<file path="config.mk">
export PLATFORM = sky130hd
export DESIGN_NAME = mem_bus_arbiter
export DESIGN_NICKNAME = d
export VERILOG_FILES = /design/src/rtl/mem_arb_pkg.sv /design/src/rtl/sat_counter.sv /design/src/rtl/mem_bus_arbiter.sv
export SDC_FILE = /design/constraint.sdc
export NUM_CORES = 1
export LEC_CHECK = 0
export CORE_UTILIZATION = 40
export DETAILED_ROUTE_END_ITERATION = 6
export PLACE_DENSITY_LB_ADDON = 0.1
export SLEW_MARGIN = 5
export SYNTH_ARGS = -nofsm -noshare
export SYNTH_HDL_FRONTEND = slang
export SYNTH_SLANG_ARGS = --single-unit
</file>
<file path="constraint.sdc">
create_clock -name clk -period 2.7 [get_ports clk]
set_input_delay 0.405 -clock clk [delete_from_list [all_inputs] [get_ports clk]]
set_output_delay 0.405 -clock clk [all_outputs]
set_load 0.02 [all_outputs]
</file>
<file path="src/rtl/mem_arb_pkg.sv">
// Shared definitions for the unified memory-port arbiter: FSM states,
// bus SIZE encodings and the default watchdog limit.
package mem_arb_pkg;

    typedef enum logic [1:0] {
        IDLE  = 2'b00,
        IBUSY = 2'b01,
        DBUSY = 2'b10
    } arb_state_t;

    localparam logic [1:0] SZ_WORD = 2'b00;
    localparam logic [1:0] SZ_HALF = 2'b01;
    localparam logic [1:0] SZ_BYTE = 2'b10;

    localparam int unsigned DEF_TIMEOUT = 1024;

endpackage

</file>
<file path="src/rtl/sat_counter.sv">
// Width-parameterised up-counter that sticks at all-ones, with a
// synchronous clear below the active-low reset.
module sat_counter #(
    parameter int unsigned W = 8
) (
    input  logic         clk,
    input  logic         rst,
    input  logic         clr,
    input  logic         inc,
    output logic [W-1:0] cnt
);

    always_ff @(posedge clk) begin
        if (!rst) begin
            cnt <= '0;
        end else if (clr) begin
            cnt <= '0;
        end else if (inc && (cnt != '1)) begin
            cnt <= cnt + 1'b1;
        end
    end

endmodule

</file>
<file path="src/rtl/mem_bus_arbiter.sv">
// Arbitrates the fetch and data requesters onto one memory port, with data
// priority from IDLE and forced alternation on back-to-back grants.
module mem_bus_arbiter
    import mem_arb_pkg::*;
#(
    parameter int unsigned AW      = 32,
    parameter int unsigned DW      = 32,
    parameter int unsigned TIMEOUT = DEF_TIMEOUT,
    parameter int unsigned CNTW    = 32
) (
    input  logic            clk,
    input  logic            rst,
    input  logic            i_req,
    input  logic [AW-1:0]   i_addr,
    output logic [DW-1:0]   i_rdata,
    output logic            i_ack_n,
    input  logic            d_req,
    input  logic            d_write,
    input  logic [1:0]      d_size,
    input  logic [AW-1:0]   d_addr,
    input  logic [DW-1:0]   d_wdata,
    output logic [DW-1:0]   d_rdata,
    output logic            d_ack_n,
    output logic            m_req,
    output logic            m_write,
    output logic [1:0]      m_size,
    output logic [AW-1:0]   m_addr,
    output logic [DW-1:0]   m_wdata,
    input  logic [DW-1:0]   m_rdata,
    input  logic            m_ack_n,
    output logic            bus_err,
    output logic [CNTW-1:0] i_grant_cnt,
    output logic [CNTW-1:0] d_grant_cnt
);

    localparam int unsigned WDW = $clog2(TIMEOUT + 1);

    arb_state_t state, state_nxt;
    logic       acked;
    logic       ld_fetch, ld_data;
    logic       i_done, d_done;
    logic       wd_inc, wd_clr;
    logic [WDW-1:0] wd_cnt;

    assign acked  = (state != IDLE) && !m_ack_n;
    assign i_done = (state == IBUSY) && !m_ack_n;
    assign d_done = (state == DBUSY) && !m_ack_n;

    assign m_req  = (state != IDLE);
    assign wd_inc = m_req && m_ack_n;
    assign wd_clr = !m_req || !m_ack_n;

    // Acks are gated by reset so an abandoned transaction never completes.
    assign i_ack_n = !(rst && i_done);
    assign d_ack_n = !(rst && d_done);
    assign i_rdata = m_rdata;
    assign d_rdata = m_rdata;

    always_ff @(posedge clk) begin
        if (!rst) begin
            state <= IDLE;
        end else begin
            state <= state_nxt;
        end
    end

    always_comb begin
        state_nxt = state;
        ld_fetch  = 1'b0;
        ld_data   = 1'b0;
        unique case (state)
            IDLE: begin
                if (d_req)      ld_data  = 1'b1;
                else if (i_req) ld_fetch = 1'b1;
            end
            IBUSY: begin
                if (acked) begin
                    if (d_req) ld_data   = 1'b1;
                    else       state_nxt = IDLE;
                end
            end
            DBUSY: begin
                if (acked) begin
                    if (i_req) ld_fetch  = 1'b1;
                    else       state_nxt = IDLE;
                end
            end
            default: state_nxt = IDLE;
        endcase
        if (ld_data)  state_nxt = DBUSY;
        if (ld_fetch) state_nxt = IBUSY;
    end

    always_ff @(posedge clk) begin
        if (!rst) begin
            m_write <= 1'b0;
            m_size  <= SZ_WORD;
            m_addr  <= '0;
            m_wdata <= '0;
            bus_err <= 1'b0;
        end else begin
            if (ld_data) begin
                m_write <= d_write;
                m_size  <= d_size;
                m_addr  <= d_addr;
                m_wdata <= d_wdata;
            end else if (ld_fetch) begin
                m_write <= 1'b0;
                m_size  <= SZ_WORD;
                m_addr  <= i_addr;
            end
            if (wd_inc && (wd_cnt == WDW'(TIMEOUT - 1))) begin
                bus_err <= 1'b1;
            end
        end
    end

    sat_counter #(.W(CNTW)) u_i_cnt (
        .clk (clk),
        .rst (rst),
        .clr (1'b0),
        .inc (i_done),
        .cnt (i_grant_cnt)
    );

    sat_counter #(.W(CNTW)) u_d_cnt (
        .clk (clk),
        .rst (rst),
        .clr (1'b0),
        .inc (d_done),
        .cnt (d_grant_cnt)
    );

    sat_counter #(.W(WDW)) u_watchdog (
        .clk (clk),
        .rst (rst),
        .clr (wd_clr),
        .inc (wd_inc),
        .cnt (wd_cnt)
    );

endmodule

</file>
==> summary.md <==
| Metric | Value |
|---|---|
| Result of the run | `complete, no violations` |
| Net count after synthesis | `991` |
| Placed wire-length estimate after detailed placement | `13,700 µm` |
| Cell leakage power | `3.37 nW` |
| Starting density of the core | `41.3%` |
| CP arrival | `2710 ps` |
| Number of antenna violations at the first check in global routing | `0` |
| Vias in the first global route | `5,891` |
| DRC Markers | `0` |
| VDD IR-drop max | `455 µV` |
| Seq cells post-synth | `145` |
| First-pass GRT wire length | `31,100 µm` |
| Number of cells on the worst reg-to-reg path | `6` |
| Summed instance area of the synthesized netlist | `6890 µm²` |
| Endpoints failing hold | `0` |
| Total routed wirelength | `19,700 µm` |
| I/O pin count | `335` |
| Number of levels in the clock H-tree | `4` |
| Post-Synthesis Cells | `852` |
| Proportion of synthesized flip-flops having asynchronous set or reset | `0%` |
| Clock latency of the later-clocked register in the worst-skew pair | `420 ps` |
| Number of cell rows | `47` |
| Post-synth cell types | `52` |
| Number of detailed-route iterations in the first pass | `4` |
| Signed area change from the synthesized netlist to the final layout | `40.7%` |
| Buffer cell driving the clock tree root | `sky130_fd_sc_hd__clkbuf_16` |
| Min-delay src | `m_wdata[26]$_SDFFE_PN0P_` |
| Number of max-slew violations in the final report | `0` |
| Antenna fix cells | `0` |
| Post-synth EDFFs | `0` |
| Die outline width | `133 µm` |
| Pin count of the biggest net entering global routing | `121` |
| Num Clock Sinks | `145` |
| Last weighted congestion value of the routability-driven placer | `0.732` |
| Hold Crit Class | `reg -> reg` |
| Congestion Overflow GR | `0` |
| Final Net Count | `1,153` |
| Reg clk slew, reported paths | `60 ps` |
| Chip height | `133 µm` |
| Amount of wire on met2 after detailed routing | `9320 µm` |
| Via count | `6,455` |
| Leading post-synthesis cells by instance count | `sky130_fd_sc_hd__nand2_1 (164), sky130_fd_sc_hd__dfxtp_1 (145), sky130_fd_sc_hd__nor2_1 (70), sky130_fd_sc_hd__buf_4 (66), sky130_fd_sc_hd__a21oi_1 (64)` |
| Final cell utilization of the core | `58.1%` |
| Setup slack of the most critical reg-to-reg path | `330 ps` |
| Portion of the post-synthesis area used by sequential elements | `42.1%` |
| Die footprint | `17,800 µm²` |
| Wire length per cell | `15.8 µm` |
| Yosys top cell by area | `sky130_fd_sc_hd__dfxtp_1` |
| Uppermost layer routed | `met4` |
| Final setup viols | `0` |
| Hold-fix buffer count after cts | `0` |
| Reg2reg end | `u_i_cnt.cnt[20]$_SDFFE_PN0P_` |
| Post-CTS setup buffers | `0` |
| Launch instance of the worst register-to-register path | `u_i_cnt.cnt[0]$_SDFFE_PN0P_` |
| Count of port buffers added during placement | `238` |
| Per-cell via count in the routed design | `5.18` |
| Total Routing Usage GR | `22.0%` |
| CTS Buffer Depth | `2` |
| Endpoint with the worst hold slack | `m_wdata[26]$_SDFFE_PN0P_` |
| Worst Path Max Fanout | `17` |
| Clock tree from TritonCTS | `yes` |
| Count of routing violations after the opening detailed-route iteration | `362` |
| Area of the core | `16,700 µm²` |
| CP Class | `reg -> reg` |
| ANT nets after route | `0` |
| Post-Syn Area per Cell | `8.09 µm²` |
| Most frequent cell after synthesis | `sky130_fd_sc_hd__nand2_1` |
| Worst Hold Depth | `2` |
| Transition time of the tightest slew-check pin | `791 ps` |
| Synth warnings | `0` |
| Share of Yosys cell area claimed by the top area cell type | `42.1%` |
| Sum of met3 wire segment lengths after detailed routing | `1100 µm` |
| Most common flop cell mapped by yosys | `sky130_fd_sc_hd__dfxtp_1` |
| Worst Slack Setup Final | `329 ps` |
| MaxCap Viol Count | `0` |
| Fin crit share | `87.8%` |
| Share of cells above drive strength 1 | `6.82%` |
| Number of CTS-inserted buffers | `17` |
| Type of destination of the critical path | `register` |
| Max Freq | `422 MHz` |
| Final worst path period need | `2370 ps` |
| Startpoint class of the critical path | `register` |
| Clock Skew | `9.72 ps` |
| Unrepaired setup endpoints after global routing | `false` |
| Wire length on met1 | `8870 µm` |
| Final-layout setup total negative slack | `0 ps` |
| Power density over cell area | `575 nW/µm²` |
| Cell types occupying the most area after synthesis | `sky130_fd_sc_hd__dfxtp_1 (42%), sky130_fd_sc_hd__nand2_1 (8.9%), sky130_fd_sc_hd__buf_4 (7.2%)` |
| Worst slack at placement | `115 ps` |
| Worst slew slack as a fraction of its limit | `47.2%` |
| Data required time at the worst endpoint | `3040 ps` |
-- cells in the final DEF (no fill, tap or decap), drive strengths merged, types with 3 or more instances in the layout --
master and instances:
nor4 8, dfxtp 145, bufinv 4, clkdlybuf4s50 237, mux2i 4, o31ai 14, nor2b 3, xnor2 20
o21a 10, nand4 18, xor2 5, nand3 27, and4 9, or2 4, inv 10, a311oi 33
clkbuf 19, nor3 12, or4 17, clkinv 5, a31oi 3, a22oi 3, o21ai 20, a211oi 4
ha 3, buf 23, and3 13, nand2 164, clkinvlp 4, nor3b 3, a2111oi 4, nor2 71
a21oi 64, o211ai 6, nand2b 5, or3 17
-- power by group --
part	switching, mW	leakage, nW	internal (mW)	total [mW]
sequential	0.0492	1.18	2.24	2.28
combinational	0.404	1.90	0.397	0.801
clock	0.939	0.290	1.55	2.49
-- state kept, by name, indices dropped and copies added (netlist names) --
register        cells
bus_err             1
m_addr             32
m_size              2
m_wdata            32
m_write             1
state               2
u_d_cnt.cnt        32
u_i_cnt.cnt        32
u_watchdog.cnt     11
-- worst max-delay path by stage --
stage | startpoint | to | slack (ps) | depth (start not counted)
finish | u_i_cnt.cnt[0]$_SDFFE_PN0P_ | u_i_cnt.cnt[20]$_SDFFE_PN0P_ | 330 | 6
floorplan | u_i_cnt.cnt[0]$_SDFFE_PN0P_ | u_i_cnt.cnt[5]$_SDFFE_PN0P_ | 480 | 8
global placement | m_ack_n | u_d_cnt.cnt[26]$_SDFFE_PN0P_ | 120 | 7
detailed placement | m_ack_n | u_d_cnt.cnt[26]$_SDFFE_PN0P_ | 120 | 7
global route | u_i_cnt.cnt[0]$_SDFFE_PN0P_ | u_i_cnt.cnt[20]$_SDFFE_PN0P_ | 200 | 6
CTS | state[1]$_SDFFE_PP0P_ | d_ack_n | 40 | 3
-- routing by layer --
| metal | global-route usage (%) | up-vias |
|---|---|---|
| met5 | 0 | - |
| met4 | 8.27 | 0 |
| met3 | 5.71 | 37 |
| met2 | 35.9 | 171 |
| met1 | 27.7 | 2985 |
| li1 | - | 3262 |
-- repair_timing --
item | in CTS | in global routing
resized for setup | 0 | 1
hold endpoints to repair | 0 | 0
endpoints found under the setup margin | 0 | 1
-- worst max-delay path, stage by stage (launching register included) --
cell and delay (ps):
sky130_fd_sc_hd__dfxtp_1 350, sky130_fd_sc_hd__ha_1 240, sky130_fd_sc_hd__and3_1 240, sky130_fd_sc_hd__and3_1 200, sky130_fd_sc_hd__a311o_1 550, sky130_fd_sc_hd__or4_1 560, sky130_fd_sc_hd__a21oi_1 150
-- layout make-up --
class | instances | area, µm²
clock buffers | 19 | 433
clock inverters | 13 | 186
fillers | 1516 | 7000
inverters | 10 | 38.8
multi-input cells | 579 | 3260
flip-flops and latches | 145 | 2900
well taps | 220 | 275
repair buffers | 261 | 2610
-- cells by family after synthesis --
| kind of cell | Yosys count | synth area share [%] |
|---|---|---|
| AND/OR/NAND/NOR | 375 | 26.0 |
| AO/OA/AOI/OAI | 171 | 16.5 |
| adder cells (fa/ha/maj) | 3 | 0.545 |
| buffers and inverters | 128 | 10.9 |
| XOR/XNOR | 25 | 3.18 |
| flip-flops | 145 | 42.1 |
| multiplexers | 5 | 0.744 |
-- through the flow --
step	instances	hold slack (ps)	power, mW	area, µm²
2_1_floorplan	852	471	2.84	6890
3_5_place_dp	1215	446	3.14	9080
4_1_cts	1247	455	5.64	9700
3_3_place_gp	1215	442	3.13	9080
5_1_grt	1247	467	5.79	9700
6_report	1247	452	5.57	9700
No activity file was read; power rests on OpenSTA's default activity.
